==> config.mk <==
export PLATFORM = sky130hd
export DESIGN_NAME = fp_wb_writer
export DESIGN_NICKNAME = d
export VERILOG_FILES = /design/src/rtl/fp_wb_pkg.sv /design/src/rtl/fp_wb_writer_rr_arbiter.sv /design/src/rtl/fp_wb_writer.sv
export SDC_FILE = /design/constraint.sdc
export NUM_CORES = 1
export LEC_CHECK = 0
export ABC_CLOCK_PERIOD_IN_PS = 4200
export BUFFER_PORTS_ARGS = -buffer_cell sky130_fd_sc_hd__clkbuf_2
export CORE_MARGIN = 1
export CORE_UTILIZATION = 40
export DETAILED_ROUTE_END_ITERATION = 8
export GPL_ROUTABILITY_DRIVEN = 0
export PLACE_DENSITY_LB_ADDON = 0.2
export SLEW_MARGIN = 20
export SYNTH_ARGS = -nofsm -noshare
export SYNTH_HDL_FRONTEND = slang
export SYNTH_SLANG_ARGS = --single-unit
==> constraint.sdc <==
create_clock -name clk -period 4.2 [get_ports clk]
set_clock_uncertainty 0.2 [all_clocks]
set_input_delay 0.63 -clock clk [delete_from_list [all_inputs] [get_ports clk]]
set_output_delay 0.63 -clock clk [all_outputs]
set_load 0.05 [all_outputs]
==> src/rtl/fp_wb_pkg.sv <==
// rtl/fp_wb_pkg.sv - shared FP write-back types and constants (optional bypass: FP_WB_BYPASS_EN)
package fp_wb_pkg;

  localparam int REG_IDX_W = 5;
  localparam int NUM_FREGS = 32;

  typedef logic [REG_IDX_W-1:0] freg_idx_t;

  // One-hot bit for register idx within the pending bitmap.
  function automatic logic [NUM_FREGS-1:0] freg_onehot(input freg_idx_t idx);
    logic [NUM_FREGS-1:0] m;
    m = '0;
    m[idx] = 1'b1;
    return m;
  endfunction

endpackage

==> src/rtl/fp_wb_writer_rr_arbiter.sv <==
// rtl/fp_wb_writer_rr_arbiter.sv - round-robin arbiter with registered rotating pointer
module rr_arbiter
  import fp_wb_pkg::*;
#(
  parameter int N = 3,
  localparam int PTR_W = (N > 1) ? $clog2(N) : 1
) (
  input  logic             clk,
  input  logic             rst,
  input  logic [N-1:0]     valid,
  output logic [N-1:0]     grant,
  output logic [PTR_W-1:0] gnt_idx,
  output logic             any_grant
);

  logic [PTR_W-1:0] ptr;
  logic [2*N-1:0]   dbl_valid;
  int               idx;

  // Doubling the request vector lets the wrap-around search be a straight scan.
  assign dbl_valid = {valid, valid};

  // Pick the first valid requester at or above ptr, wrapping past N-1.
  always_comb begin
    grant     = '0;
    gnt_idx   = '0;
    any_grant = 1'b0;
    idx       = 0;
    for (int k = 0; k < N; k++) begin
      if (!any_grant && dbl_valid[int'(ptr) + k]) begin
        any_grant = 1'b1;
        idx       = (int'(ptr) + k >= N) ? int'(ptr) + k - N : int'(ptr) + k;
        gnt_idx   = PTR_W'(idx);
        grant[idx] = 1'b1;
      end
    end
  end

  // Move the pointer just past the winner so it gets lowest priority next time.
  always_ff @(posedge clk) begin
    if (rst) begin
      ptr <= '0;
    end else if (any_grant) begin
      ptr <= (gnt_idx == PTR_W'(N - 1)) ? '0 : gnt_idx + 1'b1;
    end
  end

endmodule

==> src/rtl/fp_wb_writer.sv <==
// rtl/fp_wb_writer.sv - FP regfile write-back merger with pending-write bitmap (optional bypass: FP_WB_BYPASS_EN)
module fp_wb_writer
  import fp_wb_pkg::*;
#(
  parameter int NUM_SRC = 3,
  parameter int DATA_W  = 32
) (
  input  logic                          clk,
  input  logic                          rst,
  input  logic [NUM_SRC-1:0]            src_valid,
  input  logic [REG_IDX_W*NUM_SRC-1:0]  src_rd,
  input  logic [DATA_W*NUM_SRC-1:0]     src_data,
  output logic [NUM_SRC-1:0]            src_ready,
  input  logic                          iss_valid,
  input  logic [REG_IDX_W-1:0]          iss_rd,
  output logic [NUM_FREGS-1:0]          pend_mask,
`ifdef FP_WB_BYPASS_EN
  output logic                          byp_valid,
  output logic [REG_IDX_W-1:0]          byp_rd,
  output logic [DATA_W-1:0]             byp_data,
`endif
  output logic                          f_we,
  output logic [REG_IDX_W-1:0]          f_rd,
  output logic [DATA_W-1:0]             f_wd
);

  localparam int PTR_W = (NUM_SRC > 1) ? $clog2(NUM_SRC) : 1;

  logic [NUM_SRC-1:0]   arb_valid;
  logic [NUM_SRC-1:0]   grant;
  logic [PTR_W-1:0]     gnt_idx;
  logic                 any_grant;
  logic [REG_IDX_W-1:0] sel_rd;
  logic [DATA_W-1:0]    sel_data;
  logic [NUM_FREGS-1:0] clr_mask;
  logic [NUM_FREGS-1:0] set_mask;

  // No grants while in reset, so a held result is not consumed and lost.
  assign arb_valid = rst ? '0 : src_valid;

  rr_arbiter #(.N(NUM_SRC)) u_arb (
    .clk       (clk),
    .rst       (rst),
    .valid     (arb_valid),
    .grant     (grant),
    .gnt_idx   (gnt_idx),
    .any_grant (any_grant)
  );

  assign src_ready = grant;

  // Route the winning source's destination and data toward the write port.
  always_comb begin
    sel_rd   = src_rd[int'(gnt_idx)*REG_IDX_W +: REG_IDX_W];
    sel_data = src_data[int'(gnt_idx)*DATA_W +: DATA_W];
  end

`ifdef FP_WB_BYPASS_EN
  assign byp_valid = any_grant;
  assign byp_rd    = sel_rd;
  assign byp_data  = sel_data;
`endif

  // Pending bit clears when consumers can first see the value.
  always_comb begin
    clr_mask = '0;
`ifdef FP_WB_BYPASS_EN
    if (any_grant) clr_mask = freg_onehot(sel_rd);
`else
    if (f_we) clr_mask = freg_onehot(f_rd);
`endif
    set_mask = '0;
    if (iss_valid) set_mask = freg_onehot(iss_rd);
  end

  // Register the granted result one cycle later onto the regfile write port.
  always_ff @(posedge clk) begin
    if (rst) begin
      f_we <= 1'b0;
      f_rd <= '0;
      f_wd <= '0;
    end else begin
      f_we <= any_grant;
      if (any_grant) begin
        f_rd <= sel_rd;
        f_wd <= sel_data;
      end
    end
  end

  // Track outstanding writes; a new issue beats a same-cycle completion.
  always_ff @(posedge clk) begin
    if (rst) begin
      pend_mask <= '0;
    end else begin
      pend_mask <= (pend_mask & ~clr_mask) | set_mask;
    end
  end

endmodule

# Yosys cells after proc, flatten, opt, wreduce, memory -nomap -nowiden
# Cells that the tools add are included.
[word_totals] regBits=72 input_bits=122
[classes] add_sub_neg=6 multipliers=1 magnitude_cmp=16 eq_ne=1 shifts=2 muxes=34 bitwise_logic=5 reduce_logical=9
[op_table] op="$mux W32" count=5
[op_table] op="$ge A32 B1 Y1 const B" count=3
[op_table] op="$lt A32 B4 Y1 const B" count=3
[op_table] op="$shiftx A96 B8 Y32" count=1
[op_table] op="$ge A32 B3 Y1 const B" count=2
[op_table] op="$lt A32 B5 Y1 const B" count=2
[op_table] op="$sub A32 B3 Y32 const B" count=2
[op_table] op="$and A32 B32 Y32" count=1
[op_table] op="$not A32 Y32" count=1
[op_table] op="$or A32 B32 Y32" count=1
[op_table] op="$shiftx A15 B6 Y5" count=1
[op_table] op="$mux W1" count=13
[op_table] op="$lt A5 B6 Y1 const B" count=2
[op_table] op="$mux W3" count=4
[op_table] op="$demux W1 S5" count=2
[op_table] op="$ge A5 B1 Y1 const B" count=2
[op_table] op="$mux W2" count=4
[op_table] op="$logic_and A1 B1 Y1" count=7
[op_table] op="$bmux W1 S3" count=2
[op_table] op="$demux W1 S2" count=3
[op_table] op="$or A3 B3 Y3" count=2
[op_table] op="$mul A2 B3 Y5 const B" count=1
[op_table] op="$lt A2 B4 Y1 const B" count=1
[op_table] op="$add A2 B1 Y3 const B" count=1
[op_table] op="other kinds (7)" count=8

# Depth between registers and ports, before layout
[depth] depth_word=12 mapped_depth=12 depth_no_buf=8

# Modules after synthesis
# From an unflattened synthesis, not the netlist that was laid out.
[hier_totals] hier_cells=467 hier_area_um2=4137.7
[modules_own_cells] mod="fp_wb_writer" instances=1 cells_per_inst=412 area_per_inst_um2=3707.3
[modules_own_cells] mod="rr_arbiter" instances=1 cells_per_inst=55 area_per_inst_um2=430.4

# Least setup slack after synthesis
# No wires, ideal clock.
[synth_timing] kind="reg2out" from="register u_arb.ptr[0]" to="output src_ready[0]" arrival_time_ps=2463 slack_ps=907 stages_incl_launch_ff=10 n_path_buf=2 path_cell_list="dfxtp_1 -> buf_4 -> inv_1 -> ha_1 -> buf_6 -> mux2_4 -> a22oi_2 -> a21boi_4 -> and2_1 -> a221o_1"
[synth_between] elab_chain_len=11 word_cells_on_any_way=45 cone_classes="add/sub (5); order compare (9); mux (22); bitwise (2); reduce/logical (7)"
[synth_rtl] element="start: declaration" line_no="fp_wb_writer_rr_arbiter.sv:16" rtl="logic [PTR_W-1:0] ptr;"
[synth_rtl] element="start signal: assignment" line_no="fp_wb_writer_rr_arbiter.sv:44" rtl="ptr <= (gnt_idx == PTR_W'(N - 1)) ? '0 : gnt_idx + 1'b1;"
[synth_rtl] element="$add A2 B1 Y3 (tied with other cells)" line_no="fp_wb_writer_rr_arbiter.sv:30, fp_wb_writer_rr_arbiter.sv:32"
[synth_rtl] element="$sub A32 B3 Y32 (tied with other cells)" line_no="fp_wb_writer_rr_arbiter.sv:32" rtl="idx = (int'(ptr) + k >= N) ? int'(ptr) + k - N : int'(ptr) + k;"
[synth_rtl] element="$mux W32 (tied with other cells)" line_no="fp_wb_writer_rr_arbiter.sv:32"
[synth_rtl] element="$ge A32 B1 Y1 (implied by the code) (tied with other cells)" line_no="fp_wb_writer_rr_arbiter.sv:34" rtl="grant[idx] = 1'b1;"
[synth_rtl] element="$logic_and A1 B1 Y1 (implied by the code) / $mux W1 (equally long branches)" line_no="fp_wb_writer_rr_arbiter.sv:34"
[synth_rtl] element="$mux W1 (implied by the code) / $demux W1 S2 (equally long branches)"
[synth_rtl] element="$demux W1 S2 / $mux W3 (equally long branches)"
[synth_rtl] element="$or A3 B3 Y3 (no line)"
[synth_rtl] element="$mux W3" line_no="fp_wb_writer_rr_arbiter.sv:30" rtl="if (!any_grant && dbl_valid[int'(ptr) + k]) begin"
[synth_rtl] element="$or A3 B3 Y3 (no line)"
[synth_rtl] element="$mux W3 (*)" line_no="fp_wb_writer_rr_arbiter.sv:30"
[synth_rtl] element="end: declaration" line_no="fp_wb_writer.sv:13" rtl="output logic [NUM_SRC-1:0] src_ready,"
# Mark *: on every way between the ends. The rest lies on a longest branch, timed or not. The select of a mux whose other input is x is not followed.

# Worst setup path in the final report
# Ends and elaborated chain as after synthesis.

==> results.md <==
* Post-Syn Area at 3662 µm²
* Finished Core Util at 55.34%
* ANT nets after route at 0
* Fin crit period at 3.773 ns
* Initial DRC count at 110
* Setup TNS at 0 ns
* # IOs at 195
* Setup violators final at 0
* Yosys reg bits at 72
* Drt wl/cell at 15.39 µm
* First-pass GRT wire length at 17,790 µm
* Worst hold path type: reg2reg
* Vias per Instance at 5.311
* Crit Path Category: reg2out
* Die Area at 9542 µm²
* Area Overhead vs Synth at 33.07%
* Initial antenna violation count at 0
* Area of the multi-input gates at 1904 µm²
* Worst EP required at 3.37 ns
* Post-Syn Instances at 434
* Hold_ws at 0.2703 ns
* Max-slew headroom at 28.98%
* Fill count at 862
* Antenna cells at 0
* Yosys warning count at 0
* CTS resizes at 0
* All-layer global routing usage at 23.27%
* Startpoint Class: flop
* Failing checks: design-rule violations
* Worst endpoint data arrival time at 2.94 ns
* CTS tree: built
* Sequential share of the synthesized area at 39.36%
* DRT Wirelength at 11,170 µm
* Critical path fanouts, max at 17
* Horiz. Die Dim at 97.69 µm
* FF-to-FF path depth at 7
* Vias in the first global route at 3,685
* Number of CTS-inserted buffers at 9
* Period utilization at 89.84%
* Ys async rst share at 0%
* Fin area at 4873 µm²
* DP Wirelength at 8124 µm
* Main synth FF type: dfxtp_1
* Synthesized Nets at 561
* Yosys cell types at 43
* Worst hold path depth at 2
* CTS clock-pin slew for the worst setup and hold paths at 0.08 ns
* Clock tree buffer depth at 2
* Skew-Pair Late Insertion Delay at 0.33 ns
* Port bufs at 194
* Max-slew violations at 0
* Pleak at 0.002530 µW
* Hold-fix buffers, CTS at 0
* CORE AREA at 8806 µm²
* Clock sink total at 72
* Initial core utilization at 41.59%
* Status: finished, violations left
* Root Buffer: clkbuf_8
* Worst Tran Pin Value at 1.065 ns
* H-Tree Depth at 3
* Syn avg cell area at 8.438 µm²
* Fin. Hold Viols at 0
* Total number of vias at 3,856
* Rows at 34
* VDD IR max at 0.5697 mV
* Post-DP Area at 4652 µm²
* Drt first pass iters at 6
* Pwr Total at 3666 µW
* Reg area at 1443 µm²
* # DRC at 8
* Share of layout cells above drive strength 1 at 36.57%
* Post-synth EDFFs at 0
* Largest net degree at the start of global routing at 40
* DIE HEIGHT at 97.69 µm
* Pwr per Cell Area at 752.2 nW/µm²
* Postcts setup bufs at 0
* RSZ-0062 raised after global routing: no
* Total grt overflow at 0
* Layout Nets at 740
* Setup crit end kind: output pin
* Number of max-cap violations at 0
* Max Clk Rate at 265.0 MHz
-- cells in the mapped netlist, types with 4 or more instances --
cell      number  area, µm²
nand2_1       83      311.6
dfxtp_1       72       1441
inv_1         42      157.7
mux2i_1       40      400.4
o221ai_1      37      324.1
o21ai_0       34      170.2
a21oi_1       33      165.2
clkbuf_1      13      48.80
buf_2          9      45.04
buf_6          6      67.56
nor2_1         6      22.52
ha_1           5      62.56
nand3b_1       5      37.54
nor3b_1        5      37.54
and3_1         4      25.02
-- sequential cells by signal, indices dropped and copies added, names as in the netlist --
register and count:
f_rd 5, f_wd 32, f_we 1, pend_mask 32, u_arb.ptr 2
-- path summary, 6_finish.rpt --
| kind | slack (ns) | from | end |
|---|---|---|---|
| setup / recovery | 0.43 | u_arb.ptr[0] | src_ready[0] |
| hold / removal | 0.27 | f_wd[17] | f_wd[17] |
| setup reg to reg | 0.91 | u_arb.ptr[0] | f_wd[11] |
| hold reg to reg | 0.27 | f_wd[17] | f_wd[17] |
-- report_power, final --
group,switching (µW),internal [µW]
sequential,181,881
combinational,1380,621
clock,268,334
-- cell usage in the layout, fill, tap and decap left out, types with 6 or more instances in the layout --
cell type	netlist	routed
dfxtp_1	72	71
a21oi_1	33	33
nor2_1	6	6
nand2_1	83	83
o21ai_0	34	34
o221ai_1	37	37
clkbuf_8	0	9
clkbuf_2	0	194
inv_1	42	42
mux2i_1	40	40
-- final cells by class --
| cell class | instances | area share, % |
|---|---|---|
| repair buffers | 198 | 20.80 |
| inverters | 42 | 3.235 |
| flip-flops and latches | 72 | 29.60 |
| clock buffers | 9 | 2.542 |
| multi-input cells | 290 | 39.08 |
| clock inverters | 7 | 1.977 |
| well taps | 108 | 2.773 |
-- metrics by stage --
stage | instances | worst slack (ns)
floorplan | 434 | 0.9070
global placement | 710 | 0.6911
detailed placement | 710 | 0.5871
CTS | 726 | 0.2127
global route | 726 | 0.2327
finish | 726 | 0.4268
-- critical path: stages (launching register included) --
cell	delay (ns)
dfxtp_2	0.52
inv_1	0.11
ha_1	0.46
mux2_4	0.34
a22oi_2	0.20
a21boi_4	0.34
and2_1	0.22
a221o_1	0.15
clkbuf_2	0.27
-- cells by family (layout without fill, tap and decap cells) --
logic type | Yosys count | after routing | share of synthesized area, %
buf+inv | 72 | 256 | 9.122
compound gates | 118 | 118 | 21.66
flops | 72 | 72 | 39.36
fa+ha+maj | 5 | 5 | 1.708
simple gates | 124 | 124 | 16.19
mux | 43 | 43 | 11.96
-- routing by layer --
metal	vias to the layer above	wire length [µm]	track usage, %
li1	1894	-	-
met1	1791	4705	28.55
met2	156	5612	40.26
met3	15	710	4.532
met4	0	142	8.508
met5	-	0	0
Power figures use the tool's default switching activity.
